[src/rtl/write_req_fifo_pkg.sv]
// Shared definitions for the write-request FIFO: default field widths of a
// write request, the packed request layout and a width helper.
package write_req_fifo_pkg;

    localparam int unsigned WREQ_ROW_PARA   = 4;
    localparam int unsigned WREQ_ADDR_WIDTH = 48;
    localparam int unsigned WREQ_DATA_WIDTH = 256;

    // Field order is bank_en, addr, data (MSB to LSB once packed).
    typedef struct packed {
        logic [WREQ_ROW_PARA-1:0]   bank_en;
        logic [WREQ_ADDR_WIDTH-1:0] addr;
        logic [WREQ_DATA_WIDTH-1:0] data;
    } wreq_t;

    // Total width of one stored request for arbitrary field widths.
    function automatic int unsigned wreq_width(int unsigned row_para,
                                               int unsigned addr_width,
                                               int unsigned data_width);
        return row_para + addr_width + data_width;
    endfunction

endpackage

[src/rtl/write_req_fifo_if.sv]
// Producer-side and arbiter-side handshake bundle of the write-request FIFO.
// 'slave' is the FIFO view, 'master' is the view of the surrounding logic
// (producer and write arbiter) that drives the FIFO.
interface write_req_fifo_if #(
    parameter int unsigned ROW_PARA   = write_req_fifo_pkg::WREQ_ROW_PARA,
    parameter int unsigned ADDR_WIDTH = write_req_fifo_pkg::WREQ_ADDR_WIDTH,
    parameter int unsigned DATA_WIDTH = write_req_fifo_pkg::WREQ_DATA_WIDTH
) ();
    import write_req_fifo_pkg::*;

    // Producer side
    logic                  in_valid_i;
    logic [ROW_PARA-1:0]   in_bank_en_i;
    logic [ADDR_WIDTH-1:0] in_addr_i;
    logic [DATA_WIDTH-1:0] in_data_i;
    logic                  in_ready_o;

    // Arbiter side
    logic                  out_valid_o;
    logic [ROW_PARA-1:0]   out_bank_en_o;
    logic [ADDR_WIDTH-1:0] out_addr_o;
    logic [DATA_WIDTH-1:0] out_data_o;
    logic                  out_ready_i;

    modport slave (
        input  in_valid_i,
        input  in_bank_en_i,
        input  in_addr_i,
        input  in_data_i,
        output in_ready_o,
        output out_valid_o,
        output out_bank_en_o,
        output out_addr_o,
        output out_data_o,
        input  out_ready_i
    );

    modport master (
        output in_valid_i,
        output in_bank_en_i,
        output in_addr_i,
        output in_data_i,
        input  in_ready_o,
        input  out_valid_o,
        input  out_bank_en_o,
        input  out_addr_o,
        input  out_data_o,
        output out_ready_i
    );

endinterface

[src/rtl/write_req_fifo_wreq_ram.sv]
// Request storage for the write-request FIFO: DEPTH words of WIDTH bits,
// synchronous write, asynchronous (combinational) read so the head entry is
// visible in the same cycle its read pointer selects it.
module wreq_ram #(
    parameter int unsigned DEPTH = 8,
    parameter int unsigned WIDTH = 308
) (
    input  logic                     clk,
    input  logic                     we,
    input  logic [$clog2(DEPTH)-1:0] waddr,
    input  logic [WIDTH-1:0]         wdata,
    input  logic [$clog2(DEPTH)-1:0] raddr,
    output logic [WIDTH-1:0]         rdata
);

    logic [WIDTH-1:0] mem [DEPTH];

    // Store one request per enabled cycle; contents need no reset since the
    // FIFO masks the head whenever it is empty.
    always_ff @(posedge clk) begin
        if (we) begin
            mem[waddr] <= wdata;
        end
    end

    assign rdata = mem[raddr];

endmodule

[src/rtl/write_req_fifo.sv]
// Show-ahead FIFO buffering write requests between a producer and a write
// arbiter. Pointer and occupancy control live here; storage is wreq_ram.
// Optional macro WRITE_REQ_FIFO_STATS_EN adds max_count_o, a high-water mark
// of the occupancy.
module write_req_fifo #(
    parameter int unsigned ROW_PARA     = write_req_fifo_pkg::WREQ_ROW_PARA,
    parameter int unsigned ADDR_WIDTH   = write_req_fifo_pkg::WREQ_ADDR_WIDTH,
    parameter int unsigned DATA_WIDTH   = write_req_fifo_pkg::WREQ_DATA_WIDTH,
    parameter int unsigned DEPTH        = 8,
    parameter int unsigned AFULL_THRESH = 6
) (
    input  logic                   clk,
    input  logic                   rst_p,
    write_req_fifo_if.slave        bus,
    output logic [$clog2(DEPTH):0] count_o,
    output logic                   almost_full_o
`ifdef WRITE_REQ_FIFO_STATS_EN
    ,
    output logic [$clog2(DEPTH):0] max_count_o
`endif
);
    import write_req_fifo_pkg::*;

    localparam int unsigned PtrW = $clog2(DEPTH);
    localparam int unsigned CntW = PtrW + 1;
    localparam int unsigned ReqW = wreq_width(ROW_PARA, ADDR_WIDTH, DATA_WIDTH);

    typedef struct packed {
        logic [ROW_PARA-1:0]   bank_en;
        logic [ADDR_WIDTH-1:0] addr;
        logic [DATA_WIDTH-1:0] data;
    } req_t;

    // Elaboration-time parameter sanity checks.
    if (DEPTH < 2 || (DEPTH & (DEPTH - 1)) != 0) begin : g_bad_depth
        $error("write_req_fifo: DEPTH must be a power of two >= 2");
    end
    if (AFULL_THRESH < 1 || AFULL_THRESH > DEPTH) begin : g_bad_afull
        $error("write_req_fifo: AFULL_THRESH must be in 1..DEPTH");
    end

    logic [PtrW-1:0] wr_ptr_q, wr_ptr_d;
    logic [PtrW-1:0] rd_ptr_q, rd_ptr_d;
    logic [CntW-1:0] count_q, count_d;
    logic            in_ready;
    logic            out_valid;
    logic            push;
    logic            pop;
    logic            ram_we;
    req_t            wr_req;
    req_t            rd_req;
    logic [ReqW-1:0] rd_word;

    // Handshake qualifiers; ready depends only on registered occupancy.
    always_comb begin
        in_ready  = (count_q != CntW'(DEPTH));
        out_valid = (count_q != '0);
        push      = bus.in_valid_i && in_ready;
        pop       = out_valid && bus.out_ready_i;
        // The reset cycle must not leave a stale write behind in storage.
        ram_we    = push && !rst_p;
        wr_req    = '{bank_en: bus.in_bank_en_i,
                      addr:    bus.in_addr_i,
                      data:    bus.in_data_i};
    end

    // Next-state pointers and occupancy; pointers wrap naturally at DEPTH.
    always_comb begin
        wr_ptr_d = wr_ptr_q;
        rd_ptr_d = rd_ptr_q;
        count_d  = count_q;
        if (push) begin
            wr_ptr_d = wr_ptr_q + PtrW'(1);
        end
        if (pop) begin
            rd_ptr_d = rd_ptr_q + PtrW'(1);
        end
        case ({push, pop})
            2'b10:   count_d = count_q + CntW'(1);
            2'b01:   count_d = count_q - CntW'(1);
            default: count_d = count_q;
        endcase
    end

    // Pointer and occupancy registers with synchronous reset.
    always_ff @(posedge clk) begin
        if (rst_p) begin
            wr_ptr_q <= '0;
            rd_ptr_q <= '0;
            count_q  <= '0;
        end else begin
            wr_ptr_q <= wr_ptr_d;
            rd_ptr_q <= rd_ptr_d;
            count_q  <= count_d;
        end
    end

    wreq_ram #(
        .DEPTH (DEPTH),
        .WIDTH (ReqW)
    ) u_wreq_ram (
        .clk   (clk),
        .we    (ram_we),
        .waddr (wr_ptr_q),
        .wdata (wr_req),
        .raddr (rd_ptr_q),
        .rdata (rd_word)
    );

    assign rd_req = req_t'(rd_word);

    // Head presentation; fields are forced to zero when empty so the arbiter
    // never sees stale bank enables.
    always_comb begin
        bus.in_ready_o    = in_ready;
        bus.out_valid_o   = out_valid;
        bus.out_bank_en_o = out_valid ? rd_req.bank_en : '0;
        bus.out_addr_o    = out_valid ? rd_req.addr    : '0;
        bus.out_data_o    = out_valid ? rd_req.data    : '0;
        count_o           = count_q;
        almost_full_o     = (count_q >= CntW'(AFULL_THRESH));
    end

`ifdef WRITE_REQ_FIFO_STATS_EN
    logic [CntW-1:0] max_count_q;

    // High-water mark follows the next occupancy so it never lags count_o.
    always_ff @(posedge clk) begin
        if (rst_p) begin
            max_count_q <= '0;
        end else if (count_d > max_count_q) begin
            max_count_q <= count_d;
        end
    end

    assign max_count_o = max_count_q;
`endif

endmodule

[src/flat_wrapper.sv]
// flat-port wrapper written by rule: the top's interface ports become plain ports
module write_req_fifo_flat import write_req_fifo_pkg::*;
#(
    parameter int unsigned ROW_PARA     = write_req_fifo_pkg::WREQ_ROW_PARA,
    parameter int unsigned ADDR_WIDTH   = write_req_fifo_pkg::WREQ_ADDR_WIDTH,
    parameter int unsigned DATA_WIDTH   = write_req_fifo_pkg::WREQ_DATA_WIDTH,
    parameter int unsigned DEPTH        = 8,
    parameter int unsigned AFULL_THRESH = 6
)
  (clk, rst_p, count_o, almost_full_o, bus_in_valid_i, bus_in_bank_en_i, bus_in_addr_i, bus_in_data_i, bus_in_ready_o, bus_out_valid_o, bus_out_bank_en_o, bus_out_addr_o, bus_out_data_o, bus_out_ready_i);
  write_req_fifo_if #(.ROW_PARA(ROW_PARA), .ADDR_WIDTH(ADDR_WIDTH), .DATA_WIDTH(DATA_WIDTH)) bus_i ();
  input  logic clk;
  input  logic rst_p;
  output logic [$clog2(DEPTH):0] count_o;
  output logic almost_full_o;
  input wire logic [$bits(bus_i.in_valid_i)-1:0] bus_in_valid_i;
  input wire logic [$bits(bus_i.in_bank_en_i)-1:0] bus_in_bank_en_i;
  input wire logic [$bits(bus_i.in_addr_i)-1:0] bus_in_addr_i;
  input wire logic [$bits(bus_i.in_data_i)-1:0] bus_in_data_i;
  output wire logic [$bits(bus_i.in_ready_o)-1:0] bus_in_ready_o;
  output wire logic [$bits(bus_i.out_valid_o)-1:0] bus_out_valid_o;
  output wire logic [$bits(bus_i.out_bank_en_o)-1:0] bus_out_bank_en_o;
  output wire logic [$bits(bus_i.out_addr_o)-1:0] bus_out_addr_o;
  output wire logic [$bits(bus_i.out_data_o)-1:0] bus_out_data_o;
  input wire logic [$bits(bus_i.out_ready_i)-1:0] bus_out_ready_i;
  assign bus_i.in_valid_i = bus_in_valid_i;
  assign bus_i.in_bank_en_i = bus_in_bank_en_i;
  assign bus_i.in_addr_i = bus_in_addr_i;
  assign bus_i.in_data_i = bus_in_data_i;
  assign bus_in_ready_o = bus_i.in_ready_o;
  assign bus_out_valid_o = bus_i.out_valid_o;
  assign bus_out_bank_en_o = bus_i.out_bank_en_o;
  assign bus_out_addr_o = bus_i.out_addr_o;
  assign bus_out_data_o = bus_i.out_data_o;
  assign bus_i.out_ready_i = bus_out_ready_i;
  write_req_fifo #(.ROW_PARA(ROW_PARA), .ADDR_WIDTH(ADDR_WIDTH), .DATA_WIDTH(DATA_WIDTH), .DEPTH(DEPTH), .AFULL_THRESH(AFULL_THRESH)) u_core (.clk(clk), .rst_p(rst_p), .bus(bus_i), .count_o(count_o), .almost_full_o(almost_full_o));
endmodule
[config.mk]
export PLATFORM = sky130hd
export DESIGN_NAME = write_req_fifo_flat
export DESIGN_NICKNAME = d
export VERILOG_FILES = /design/src/rtl/write_req_fifo_pkg.sv /design/src/rtl/write_req_fifo_if.sv /design/src/rtl/write_req_fifo_wreq_ram.sv /design/src/rtl/write_req_fifo.sv /design/src/flat_wrapper.sv
export SDC_FILE = /design/constraint.sdc
export NUM_CORES = 2
export LEC_CHECK = 0
export BUFFER_PORTS_ARGS = -buffer_cell sky130_fd_sc_hd__buf_4
export CAP_MARGIN = 20
export CORE_UTILIZATION = 50
export DETAILED_ROUTE_END_ITERATION = 6
export GPL_ROUTABILITY_DRIVEN = 0
export HOLD_SLACK_MARGIN = 0.05
export PLACE_DENSITY = 0.71
export RECOVER_POWER = 100
export SKIP_CTS_REPAIR_TIMING = 1
export SYNTH_ARGS = -nofsm -noshare
export SYNTH_HDL_FRONTEND = slang
export SYNTH_SLANG_ARGS = --single-unit
[constraint.sdc]
create_clock -name clk -period 62.1 [get_ports clk]
set_input_delay 6.21 -clock clk [delete_from_list [all_inputs] [get_ports clk]]
set_output_delay 6.21 -clock clk [all_outputs]
set_load 0.05 [all_outputs]
---- Word level (Yosys, flattened, before mapping) ----
Memory sizes are Yosys's and may differ from the RTL's. A register that Yosys moved wholly into a read port is not among the register bits.
Cells that the tools add are included.
Widths: inputs -> output; s select.
word-level totals
  bits of input ports ..................... 312
  output and inout port bits .............. 315
  bits in writable memories ............... 2464
  bits in registers ....................... 10
  memories ................................ 1
cells by class
  muxes and demuxes ....................... 8
  equality and inequality tests ........... 3
  add/subtract/negate cells ............... 4
  magnitude comparators ................... 1
  reductions and logical operators ........ 6
memories
  name                   depth  bits a word  rd ports  clocked after Yosys merged registers in  write ports  RTL line                       source
  u_core.u_wreq_ram.mem  8      308          1         1                                        1            write_req_fifo_wreq_ram.sv:16  logic [WIDTH-1:0] mem [DEPTH];
operators with widths
  kind                 count
  $mux 256             1
  $mux 48              1
  $pmux 4 s2           1
  $add 3x1->3 const B  2
  $mux 3               2
  $add 4x1->4 const B  1
  $ge 4x3->1 const B   1
  $mux 4               1
  $ne 4x4->1 const B   1
  $reduce_bool 4->1    1
  $sub 4x1->4 const B  1
  $logic_and 1x1->1    3
  $eq 2x1->1 const B   1
  $eq 2x2->1 const B   1
  $mux 1               2
  $reduce_bool 2->1    1
  $logic_not 1->1      1

---- Logic depth before layout (Yosys ltp) ----
  depth after elaboration ................. 5
  gate-level depth with buffers ........... 11

---- Modules after synthesis ----
From an unflattened synthesis, not the netlist that was laid out.
second synthesis, totals
  cell total of the unflattened synthesis .. 3975
  area, all modules ....................... 94976.1 sq um
by module, submodules not included
  module          cells an instance  instances  area an instance (sq um)  seq. area each (sq um)
  wreq_ram        3573               1          92338.6                   73991.0
  write_req_fifo  402                1          2637.5                    200.2

---- Worst setup path after synthesis ----
Ideal clock, no wire load.
  path kind ............................... input to register
  from .................................... input port bus_in_valid_i
  to ...................................... memory u_core.u_wreq_ram.mem[4][0] (enable)
  slack ................................... 22.434 ns
  buffers on the path ..................... 0
  setup time .............................. 1.836 ns
  cell stages on the path ................. 3
  arrival ................................. 37.830 ns
  path through ............................ nand2_1 > or2_2 > nor4b_1
between the ends
  cells in the longest elaborated chain, start to end .. 4
ends and longest elaborated chain
  item                          RTL line                       source
  start, declared               flat_wrapper.sv:16             input wire logic [$bits(bus_i.in_valid_i)-1:0] bus_in_valid_i;
  $logic_and 1x1->1             write_req_fifo.sv:58           push = bus.in_valid_i && in_ready;
  $logic_and 1x1->1             write_req_fifo.sv:61           ram_we = push && !rst_p;
  $mux 1                        write_req_fifo_wreq_ram.sv:21  if (we) begin
  $mux 1 (not written as such)  write_req_fifo_wreq_ram.sv:22  mem[waddr] <= wdata;
  end, declared                 write_req_fifo_wreq_ram.sv:16
No other way between the ends.

==> impl_metrics.tcl <==
set metrics [dict create \
    outcome "finished, violations left" \
    failed_checks "capacitance limit, slew limit" \
    cts_tree "yes" \
    design.core.area_um2 186000 \
    cpMostUsedCell "clkbuf_1" \
    via_per_inst 5.81 \
    reg2reg_depth 6 \
    dpl-instance-area_um2 101000 \
    fin_area_um2 106000 \
    syn_nets 4300 \
    period_share_pct 42.6 \
    syn_avg_cell_area_um2 23.6 \
    synth_area_leader_cell "edfxtp_1" \
    min_from "u_core.wr_ptr_q[0]" \
    start_util_pct 50.5 \
    seq_area_um2 74300 \
    rsz0062_at_grt "false" \
    drv_slew 3218 \
    hp-class "flop to flop" \
    reg2reg_slack_ps 48940 \
    slew_headroom_pct -518 \
    nNetsFinal 5028 \
    pin_count 627 \
    grt_util_all_layers_pct 21.0 \
    multi_input_area_um2 18500 \
    cts-htree-levels 4 \
    clock-root-buffer "clkbuf_16" \
    cap_violations 57 \
    clk_latency_ps 870 \
    worstMarginPinSlew_ps 9280 \
    cts.sinks 2477 \
    critPathMaxStageDelay_ps 2930 \
    wl_um 202000 \
    drc 0 \
    drt-initial-drc-count 3522 \
    holdPathStages 2 \
    die_x_um 435 \
    cp.arrival_ps 20230 \
    grt_pass1_wl_um 294000 \
    finalSetupTns_ps 0 \
    grt_pass1_vias 44700 \
    ir_worst_vdd_mv 0.0695 \
    cts.path.max_buffers 3 \
    synth_top_area_share_pct 78.8 \
    synth.area.top_cells "edfxtp_1, mux4_2, mux2i_1, nor2_1, buf_2" \
    dp_hpwl_um 111000 \
    worstReg2RegEnd "u_core.u_wreq_ram.mem[1][138]" \
    crit_fanout 47 \
    rows 158 \
    cp-start-kind "flop" \
    ys_types 33 \
    ys_seq_area_share_pct 79.0 \
    syn_to_final_growth_pct 13.0 \
    route.detailed.wl_per_inst_um 27.3 \
    clk_pin_slew_ps 60 \
    slowest_stage "clkbuf_1" \
    ys_warn_count 0 \
    ant_nets 0 \
    drive_gt1_share_pct 19.9 \
    num_vias 43000 \
    cp_num_buf_inv 7 \
    worstHoldEndpoint "u_core.wr_ptr_q[0]" \
    powerDensity_nw_per_um2 45.6 \
    path_cells "clkbuf_1 > clkbuf_1 > clkbuf_1 > clkbuf_1 > clkbuf_1 > clkbuf_1 > mux4_2 > mux2i_1 > nor2_1 > clkbuf_1" \
    grt_max_degree 147 \
    first_pass_iters 5 \
    total_leakage_power_uw 0.0315 \
    postSynthCellCount 3984 \
    io_buffers 626 \
    worstSetupPathType "flop to output port" \
    fin_crit_ps 26440 \
    synth-seq-cells 2477 \
    n_fill_cell 13900 \
    crit_path_end_kind "output port" \
    numCtsBuffers 237 \
    finalHoldViolCount 0 \
    antenna_found_initial 60 \
    die_h_um 435 \
    skew_ps 41.6 \
    overflow 0 \
    cp_top_family "buffers and inverters" \
    r2r-start "u_core.count_o[1]" \
    mostFrequentLayoutCells "edfxtp_1, clkbuf_1, mux4_2, nor2_1, mux2i_1" \
    die-area_um2 190000 \
    synth_area_um2 93900 \
    setup_viol 0 \
    max_freq_mhz 37.8 \
    critPathRequiredTime_ps 55890 \
    final_common_cell "edfxtp_1" \
]
[cells in the mapped netlist, drive strengths merged]
master  count
buf       161
o21a        1
inv         1
a21oi       2
o31ai       1
or2         1
o21ai       2
dfxtp      13
nand2       4
nor3b       1
ha          4
nor2      319
xnor2       1
mux2        2
mux2i     311
a21o        1
nor4        3
and2        1
nor2b       4
xor2        3
or4b        1
nor3        3
edfxtp   2464
nor4b       4
clkbuf     52
and3b       2
nand3b      1
mux4      616
nand3       5
[logic make-up (layout without fill, tap and decap cells)]
| logic type | Yosys count | count (layout) | synth area share [%] |
|---|---|---|---|
| and+or+nand+nor | 349 | 349 | 1.48 |
| buffers and inverters | 214 | 1138 | 1.23 |
| other | 0 | 22 | 0 |
| muxes | 929 | 929 | 18.1 |
| DFF | 2477 | 2477 | 79.0 |
| AOI/OAI and AO/OA | 7 | 7 | 0.0453 |
| xor gates and xnor gates | 4 | 4 | 0.0373 |
| adders and majority gates | 4 | 4 | 0.0533 |
[worst max-delay path by stage]
stage              startpoint                     endpoint  slack [ps]  depth (start not counted)
2_1_floorplan  bus_in_valid_i  u_core.u_wreq_ram.mem[4][0]       22430                          3
3_3_place_gp             flop          bus_out_data_o[134]       48690                         10
3_5_place_dp             flop          bus_out_data_o[249]       48680                         10
4_1_cts                  flop          bus_out_data_o[249]       47700                         10
5_1_grt                  flop          bus_out_data_o[249]       32410                         10
6_report                 flop          bus_out_data_o[249]       35660                         10
[power by group]
group,internal [uW],switching [uW]
Clock,778,601
Combinational,439,1110
Sequential,1900,21.2
[per-stage QoR]
step           total power (uW)  util [%]  hold slack [ps]  setup slack (ps)  std cells
2_1_floorplan              3140         -              462             22430       3984
3_3_place_gp               3600      54.5              471             48690       6953
3_5_place_dp               3610      54.5              494             48680       6953
4_1_cts                    4980      58.5              501             47700       7388
5_1_grt                    5010      57.1              535             32410       7408
6_report                   4850      57.1              503             35660       7410
[registers in the layout, indices dropped and copies added, names as in the netlist, named ones only]
| name | count |
|---|---|
| u_core.count_o | 4 |
| u_core.rd_ptr_q | 3 |
| u_core.u_wreq_ram.mem | 2464 |
| u_core.wr_ptr_q | 3 |
[layout make-up]
cell class,instances,area share [%]
Sequential cell,2477,70.0
Clock inverter,157,1.25
Tap cell,2480,2.92
Antenna cell,22,0.0519
Inverter,1,0.00354
Clock buffer,278,5.75
Multi-Input combinational cell,1293,17.4
Timing Repair Buffer,702,2.62
[worst min-delay path, stage by stage (launching register included)]
cell and delay [ps]:
dfxtp_1 340, nand2_1 70, a21oi_1 50
[routing by layer]
metal  GRT usage (%)  routed length [um]
met1            26.7               77800
met2            36.4              106000
met3            3.84               11500
met4            7.58                6580
met5               0                 163
No activity file was read; power rests on OpenSTA's default activity.
